$ cat config.mk
export PLATFORM = sky130hd
export DESIGN_NAME = dmac_ahb_burst_master
export DESIGN_NICKNAME = d
export VERILOG_FILES = /design/src/rtl/dmac_ahb_burst_master.sv
export SDC_FILE = /design/constraint.sdc
export NUM_CORES = 1
export LEC_CHECK = 0
export BUFFER_PORTS_ARGS = -buffer_cell sky130_fd_sc_hd__buf_2
export CORE_ASPECT_RATIO = 1.5
export CORE_UTILIZATION = 50
export DETAILED_ROUTE_END_ITERATION = 7
export GPL_TIMING_DRIVEN = 0
export MAX_ROUTING_LAYER = met4
export PLACE_DENSITY = 0.94
export SYNTH_ARGS = -nofsm -noshare
export SYNTH_HDL_FRONTEND = slang
export SYNTH_SLANG_ARGS = --single-unit
$ cat constraint.sdc
create_clock -name clk_i -period 5.4 [get_ports clk_i]
set_clock_uncertainty 0.05 [all_clocks]
set_input_delay 0.81 -clock clk_i [delete_from_list [all_inputs] [get_ports clk_i]]
set_output_delay 0.81 -clock clk_i [all_outputs]
set_load 0.03 [all_outputs]
$ cat src/rtl/dmac_ahb_burst_master.sv
// dmac_ahb_burst_master
// AHB-Lite burst master for the DMA controller. Takes one command at a time
// (direction, start address, beat count) and issues pipelined incrementing
// transfers. Write beats stream in on wr_*, read beats stream out on rd_*.
// Adds BUSY insertion on write-data underrun, 1KB-boundary splitting and
// abort on an ERROR response.
//
// Build option: define DMAC_BURST_EN to issue INCR4/8/16/INCR bursts with SEQ
// beats and BUSY on underrun. Without it, every beat is a NONSEQ SINGLE and an
// underrun shows IDLE.
//
// The write source follows valid/ready rules. Once wr_valid_i is high, it
// stays high until wr_ready_o takes the beat. A driven NONSEQ/SEQ therefore
// never changes type during slave wait states.

`timescale 1ns/1ps

module dmac_ahb_burst_master #(
    parameter int DW    = 32,
    parameter int AW    = 32,
    parameter int LEN_W = 4
) (
    input  logic             clk_i,
    input  logic             rst_ni,
    input  logic             cmd_valid_i,
    output logic             cmd_ready_o,
    input  logic             cmd_write_i,
    input  logic [AW-1:0]    cmd_addr_i,
    input  logic [LEN_W-1:0] cmd_len_i,
    input  logic             wr_valid_i,
    input  logic [DW-1:0]    wr_data_i,
    output logic             wr_ready_o,
    output logic             rd_valid_o,
    output logic [DW-1:0]    rd_data_o,
    output logic             done_o,
    output logic             err_o,
    output logic             hsel_o,
    output logic [1:0]       htrans_o,
    output logic [2:0]       hsize_o,
    output logic [2:0]       hburst_o,
    output logic             hwrite_o,
    output logic [AW-1:0]    haddr_o,
    output logic [DW-1:0]    hwdata_o,
    input  logic             hreadyin_i,
    input  logic             hresp_i,
    input  logic [DW-1:0]    hrdata_i
);

    localparam int            BYTES      = DW / 8;
    localparam logic [2:0]    SIZE       = (DW == 64) ? 3'd3 : 3'd2;
    localparam logic [AW-1:0] ADDR_INC   = AW'(BYTES);

    localparam logic [1:0]    HT_IDLE    = 2'b00;
    localparam logic [1:0]    HT_BUSY    = 2'b01;
    localparam logic [1:0]    HT_NONSEQ  = 2'b10;
    localparam logic [1:0]    HT_SEQ     = 2'b11;

    localparam logic [2:0]    HB_SINGLE  = 3'b000;
    localparam logic [2:0]    HB_INCR    = 3'b001;
    localparam logic [2:0]    HB_INCR4   = 3'b011;
    localparam logic [2:0]    HB_INCR8   = 3'b101;
    localparam logic [2:0]    HB_INCR16  = 3'b111;

    typedef enum logic [2:0] {
        S_IDLE,
        S_ADDR,
        S_BURST,
        S_LAST,
        S_ERR
    } state_e;

    state_e             state_q, state_d;
    logic [AW-1:0]      haddr_q, haddr_d;
    logic [2:0]         hburst_q, hburst_d;
    logic               hwrite_q, hwrite_d;
    logic [DW-1:0]      hwdata_q, hwdata_d;
    logic [LEN_W-1:0]   beatCnt_q, beatCnt_d;
    logic               segStart_q, segStart_d;
    logic               dataPhase_q, dataPhase_d;

    logic [1:0]         htransC;
    logic               addrAccept;
    logic               errDetect;
    logic [AW-1:0]      nextAddr;
    logic [2:0]         cmdBurst;

`ifdef DMAC_BURST_EN
    logic [31:0]        beatsW;
    logic [31:0]        endOff;
`endif

    // Transfer type for the current address phase; writes only present a beat when data is on hand
    always_comb begin
        htransC = HT_IDLE;
        unique case (state_q)
            S_ADDR: begin
                if (!hwrite_q || wr_valid_i) begin
                    htransC = HT_NONSEQ;
                end
            end
            S_BURST: begin
                if (!hwrite_q || wr_valid_i) begin
                    htransC = segStart_q ? HT_NONSEQ : HT_SEQ;
                end else begin
`ifdef DMAC_BURST_EN
                    htransC = HT_BUSY;
`else
                    htransC = HT_IDLE;
`endif
                end
            end
            default: htransC = HT_IDLE;
        endcase
    end

    assign addrAccept = ((htransC == HT_NONSEQ) || (htransC == HT_SEQ)) && hreadyin_i;
    assign errDetect  = dataPhase_q && hresp_i && !hreadyin_i;
    assign nextAddr   = haddr_q + ADDR_INC;

    // Burst encoding chosen once per command from its length and whether it crosses a 1KB line
    always_comb begin
`ifdef DMAC_BURST_EN
        beatsW = 32'(cmd_len_i) + 32'd1;
        endOff = 32'(cmd_addr_i[9:0]) + beatsW * 32'(BYTES);
        if (beatsW == 32'd1) begin
            cmdBurst = HB_SINGLE;
        end else if (endOff > 32'd1024) begin
            cmdBurst = HB_INCR;
        end else begin
            unique case (beatsW)
                32'd4:   cmdBurst = HB_INCR4;
                32'd8:   cmdBurst = HB_INCR8;
                32'd16:  cmdBurst = HB_INCR16;
                default: cmdBurst = HB_INCR;
            endcase
        end
`else
        cmdBurst = HB_SINGLE;
`endif
    end

    // Next-state logic: command latch, beat stepping, completion and error abort
    always_comb begin
        state_d     = state_q;
        haddr_d     = haddr_q;
        hburst_d    = hburst_q;
        hwrite_d    = hwrite_q;
        hwdata_d    = hwdata_q;
        beatCnt_d   = beatCnt_q;
        segStart_d  = segStart_q;

        if (errDetect) begin
            dataPhase_d = 1'b0;
        end else if (addrAccept) begin
            dataPhase_d = 1'b1;
        end else if (hreadyin_i) begin
            dataPhase_d = 1'b0;
        end else begin
            dataPhase_d = dataPhase_q;
        end

        unique case (state_q)
            S_IDLE: begin
                if (cmd_valid_i) begin
                    state_d    = S_ADDR;
                    hwrite_d   = cmd_write_i;
                    haddr_d    = cmd_addr_i;
                    hburst_d   = cmdBurst;
                    beatCnt_d  = cmd_len_i;
                    segStart_d = 1'b1;
                end
            end
            S_ADDR, S_BURST: begin
                if (errDetect) begin
                    state_d = S_ERR;
                end else if (addrAccept) begin
                    if (hwrite_q) begin
                        hwdata_d = wr_data_i;
                    end
                    if (beatCnt_q == '0) begin
                        state_d = S_LAST;
                    end else begin
                        state_d   = S_BURST;
                        beatCnt_d = beatCnt_q - LEN_W'(1);
                        haddr_d   = nextAddr;
`ifdef DMAC_BURST_EN
                        segStart_d = (nextAddr[9:0] == 10'd0);
`else
                        segStart_d = 1'b1;
`endif
                    end
                end
            end
            S_LAST: begin
                if (errDetect) begin
                    state_d = S_ERR;
                end else if (hreadyin_i) begin
                    state_d  = S_IDLE;
                    haddr_d  = '0;
                    hburst_d = HB_SINGLE;
                    hwrite_d = 1'b0;
                end
            end
            S_ERR: begin
                if (hreadyin_i) begin
                    state_d  = S_IDLE;
                    haddr_d  = '0;
                    hburst_d = HB_SINGLE;
                    hwrite_d = 1'b0;
                end
            end
            default: begin
                state_d = S_IDLE;
            end
        endcase
    end

    // FSM and bus-side registers; reset abandons any command in flight without a done
    always_ff @(posedge clk_i or negedge rst_ni) begin
        if (!rst_ni) begin
            state_q     <= S_IDLE;
            haddr_q     <= '0;
            hburst_q    <= HB_SINGLE;
            hwrite_q    <= 1'b0;
            hwdata_q    <= '0;
            beatCnt_q   <= '0;
            segStart_q  <= 1'b0;
            dataPhase_q <= 1'b0;
        end else begin
            state_q     <= state_d;
            haddr_q     <= haddr_d;
            hburst_q    <= hburst_d;
            hwrite_q    <= hwrite_d;
            hwdata_q    <= hwdata_d;
            beatCnt_q   <= beatCnt_d;
            segStart_q  <= segStart_d;
            dataPhase_q <= dataPhase_d;
        end
    end

    assign cmd_ready_o = (state_q == S_IDLE);
    assign wr_ready_o  = hwrite_q && addrAccept;
    assign rd_valid_o  = dataPhase_q && !hwrite_q && hreadyin_i && !hresp_i;
    assign rd_data_o   = rd_valid_o ? hrdata_i : '0;
    assign done_o      = hreadyin_i && ((state_q == S_LAST) || (state_q == S_ERR));
    assign err_o       = hreadyin_i && (state_q == S_ERR);
    assign hsel_o      = (htransC != HT_IDLE);
    assign htrans_o    = htransC;
    assign hsize_o     = (state_q != S_IDLE) ? SIZE : 3'd0;
    assign hburst_o    = hburst_q;
    assign hwrite_o    = hwrite_q;
    assign haddr_o     = haddr_q;
    assign hwdata_o    = hwdata_q;

endmodule

## Yosys cells after proc, flatten, opt, wreduce, memory -nomap -nowiden

Cells that the tools add are included.

- $add $sub $neg: 2
- Equality and inequality tests: 12
- Multiplexer cells: 41
- Bitwise operators: 1
- Reduce and logical (&&, ||, !) cells: 29

Operators with widths:

| kind | count |
|---|---|
| $mux W32 | 7 |
| $pmux W32 S4 | 1 |
| $add A32 B3 Y32 const B | 1 |
| $mux W3 | 8 |
| $mux W4 | 4 |
| $mux W1 | 12 |
| $pmux W3 S4 | 1 |
| $ne A2 B2 Y1 const B | 5 |
| $logic_and A1 B1 Y1 | 9 |
| $pmux W3 S3 | 1 |
| $reduce_bool A3 Y1 | 3 |
| $pmux W4 S2 | 1 |
| $eq A3 B2 Y1 const B | 2 |
| $mux W2 | 3 |
| $reduce_and A6 Y1 | 1 |
| $reduce_and A5 Y1 | 1 |
| $eq A2 B2 Y1 const B | 2 |
| $logic_not A4 Y1 | 1 |
| $pmux W2 S2 | 1 |
| $reduce_and A4 Y1 | 1 |
| $reduce_bool A2 Y1 | 2 |
| $reduce_bool A4 Y1 | 1 |
| $sub A4 B1 Y4 const B | 1 |
| $eq A3 B1 Y1 const B | 1 |
| 11 further kinds | 15 |

- Flip-flop bits (word level): 77
- Input bits: 107
- Output and inout port bits: 111
- Word-level logic and storage cells: 93

## Logic depth before layout (Yosys ltp)

- Depth after elaboration: 10
- Gate-level depth with buffers: 9

## Least setup slack after synthesis

OpenSTA, ideal clock, no wires.

- Path kind: input to output
- Start point: input hresp_i
- End point: output rd_data_o[22]
- Arrival: 2.129 ns
- Slack: 2.411 ns
- Stages on the path: 4
- Path through: nand2b_1 nor3b_1 clkbuf_1 and2_1

- Word-level cells in the longest chain between the ends: 3

Ends and longest elaborated chain:

| element | line | text |
|---|---|---|
| start, declared | 45 | `input logic hresp_i,` |
| $logic_not A1 Y1 | 243 | `assign rd_valid_o = dataPhase_q && !hwrite_q && hreadyin_i && !hresp_i;` |
| $logic_and A1 B1 Y1 | 243 |  |
| net rd_valid_o | 33 | `output logic rd_valid_o,` |
| $mux W32 | 244 | `assign rd_data_o = rd_valid_o ? hrdata_i : '0;` |
| end, declared | 34 | `output logic [DW-1:0] rd_data_o,` |

The timed path passes the listed nets, and every way through them passes these cells.

## Final worst setup path

- Start point: register state_q[1]
- End point: output hsel_o

- Word-level cells in the longest chain between the ends: 3
- Elaborated cells on any way between the ends: 4
- Those cells by class: eq/ne (2); mux (1); reduce/logical (1)

Ends and longest elaborated chain:

| element | line | text |
|---|---|---|
| start, declared | 72 | `state_e state_q, state_d;` |
| start signal, assigned | 230 | `state_q <= state_d;` |
| $eq A3 B2 Y1 / $eq A3 B1 Y1 (equally long branches) | 95 | `unique case (state_q)` |
| $pmux W2 S2 * | 95 |  |
| $reduce_bool A2 Y1 * | 247 | `assign hsel_o = (htransC != HT_IDLE);` |
| end, declared | 37 | `output logic hsel_o,` |

Mark *: on every way between the ends. The rest lies on a longest branch, timed or not.

==> results.cfg <==
[clocking]
postCtsHoldBufs = 0
post_cts_buffers = 0
clock-sinks = 74
cts-root-buf = clkbuf_16
ctsResizeCount = 0
cts_buffer_depth = 2
clk_latency_ns = 0.34
htreeDepth = 3
tritoncts = yes
cts_buffers = 9
path_clk_slew_ns = 0.06

[critical_path]
crit_fanout = 10
required_ns = 4.54
crit_path_end_kind = output port
reg2regPathDepth = 8
worstSetupPathType = flip-flop to output port
worst_ep_arrival_time_ns = 2.63
critPathLaunchType = flip-flop

[power]
leakage_nw = 2.94
ir_drop_mv = 0.531
p_per_area_nw_per_um2 = 680

[sta]
post-route-min-period_ns = 3.49
setup_viol = 0
relSlewSlack_pct = 40.2
rsz0062_at_grt = false
holdWs_ns = 0.209
finalHoldViolCount = 0
post-route-period-util_pct = 64.6
slew_violations = 0
tns_ns = 0
clock.fmax_mhz = 287
worst_pin_slew_ns = 0.889

[yosys]
synth-async-reset-ratio_pct = 100
synth_edf_count = 0
synth_cells = 450
synthTopCellsByArea = dfrtp_1 43%, mux2_2 8.4%, and2_1 5.2%, o21ai_0 3.9%, a21oi_1 3.6%
yosys_warnings = 0
netlist_area_sq_um = 4320
synth-main-ff-cell = dfrtp_1
synth_area_per_cell_sq_um = 9.59
ys_ff_latch = 74
ys_seq_area_share_pct = 42.9
synth_top_cell_by_area = dfrtp_1
synth_cell_types = 62
yosys.area.top_type_share_pct = 42.9

[global_route]
grt_max_degree = 74
grt_overflow = 0
grt_usage_pct = 32.0
grt_antenna_before_repair = 0
first_global_vias = 4437
grt_pass1_wl_microns = 21100

[routing]
wirelength_microns = 13900
drt_iter0_drc = 325
drc = 0
wl_met2_microns = 7370
dr_wl_met3_microns = 968
drt_first_pass_iters = 5
wl_met1_microns = 4710
vias_per_cell = 5.92
wl_per_cell_microns = 17.6
vias = 4673
final_antenna_net_count = 0
highest-signal-layer = met4

[place]
gp_congestion = 0.963
port_buffers = 212
dp_hpwl_microns = 10400
dp_cells = 774

[outcome]
outcome = completed

[hold_path]
min_path_type = primary input to async pin

[floorplan]
start_util_pct = 51.3
die_area_sq_um = 9010
io_pins = 218
die_h_microns = 116
rows = 41
die_w_microns = 77.9
core_area_sq_um = 8410

[cells_and_area]
layout-drive-gt1-share_pct = 43.3
fin_nets = 788
syn_to_final_growth_pct = 36.0
final_common_cell = buf_2
utilization_pct = 69.8
antenna_cells = 0
fin_cells = 790
final_cell_mix = 217 x buf_2, 74 x dfrtp_1, 36 x and2_1

[run]
cap_violations = 0
## worst paths after layout
kind,startpoint,endpoint,slack (ns)
max,state_q[1],hsel_o,1.91
min,rst_ni,haddr_o[2],0.21
max reg2reg,beatCnt_q[0],haddr_o[26],2.94
min reg2reg,segStart_q,segStart_q,0.44
max in group asynchronous,rst_ni,hwdata_o[31],4.54
min in group clk_i,segStart_q,segStart_q,0.44
## critical path, stage by stage, from the launching register on
cell and delay (ns):
dfrtp_1 0.44, xnor2_1 0.18, nor2_1 0.40, buf_2 0.33, buf_1 0.49, and2_1 0.24, buf_2 0.21
## cell type report
| cell class | instances | area (sq um) |
|---|---|---|
| Timing Repair Buffer | 213 | 1090 |
| Multi-Input combinational cell | 332 | 2230 |
| Inverter | 14 | 52.6 |
| Tap cell | 107 | 134 |
| Buffer | 34 | 191 |
| Fill cell | 653 | 2540 |
| Sequential cell | 74 | 1850 |
| Clock inverter | 6 | 73.8 |
| Clock buffer | 10 | 239 |
## per-stage QoR
step	total power, mW	setup slack (ns)	cell area (sq um)
global route	4.21	1.82	5870
CTS	3.97	1.90	5870
global placement	3.25	2.08	5530
floorplan	2.62	2.41	4330
detailed placement	3.34	2.01	5560
finish	3.99	1.91	5870
## state kept, by name, indices dropped and copies added (netlist names)
name,cells
beatCnt_q,4
segStart_q,1
hwrite_o,1
dataPhase_q,1
hwdata_o,32
state_q,3
haddr_o,32
## power breakdown
part           internal (mW)  total [mW]  switching [mW]  leakage (nW)
sequential             0.817        1.06           0.243         0.914
clock                  0.376       0.627           0.251         0.154
combinational          0.771        2.31            1.53          1.87
## metal layers
layer | GRT usage [%] | up-vias
li1 | - | 2091
met1 | 31.6 | 2201
met2 | 56.1 | 316
met3 | 4.57 | 65
met4 | 25.2 | 0
met5 | - | -
## cells by family after synthesis
| kind of cell | synth area share (%) |
|---|---|
| and+or+nand+nor | 21.6 |
| AOI/OAI and AO/OA | 19.8 |
| DFF | 42.9 |
| buffers and inverters | 5.65 |
| muxes | 8.81 |
| adders and majority gates | 0.870 |
| other | 0.0869 |
| xor gates and xnor gates | 0.203 |
## cell usage after synthesis, drive strengths merged, types with 7 or more instances
cell type   n
nand3      15
mux2       32
a31oi       8
nand4      10
a21oi      32
and2       36
clkbuf     14
buf        20
dfrtp      74
nor2       17
nand2      33
nor3        7
inv        14
o21ai      40
Note: power is estimated with default switching activity, not from simulation.
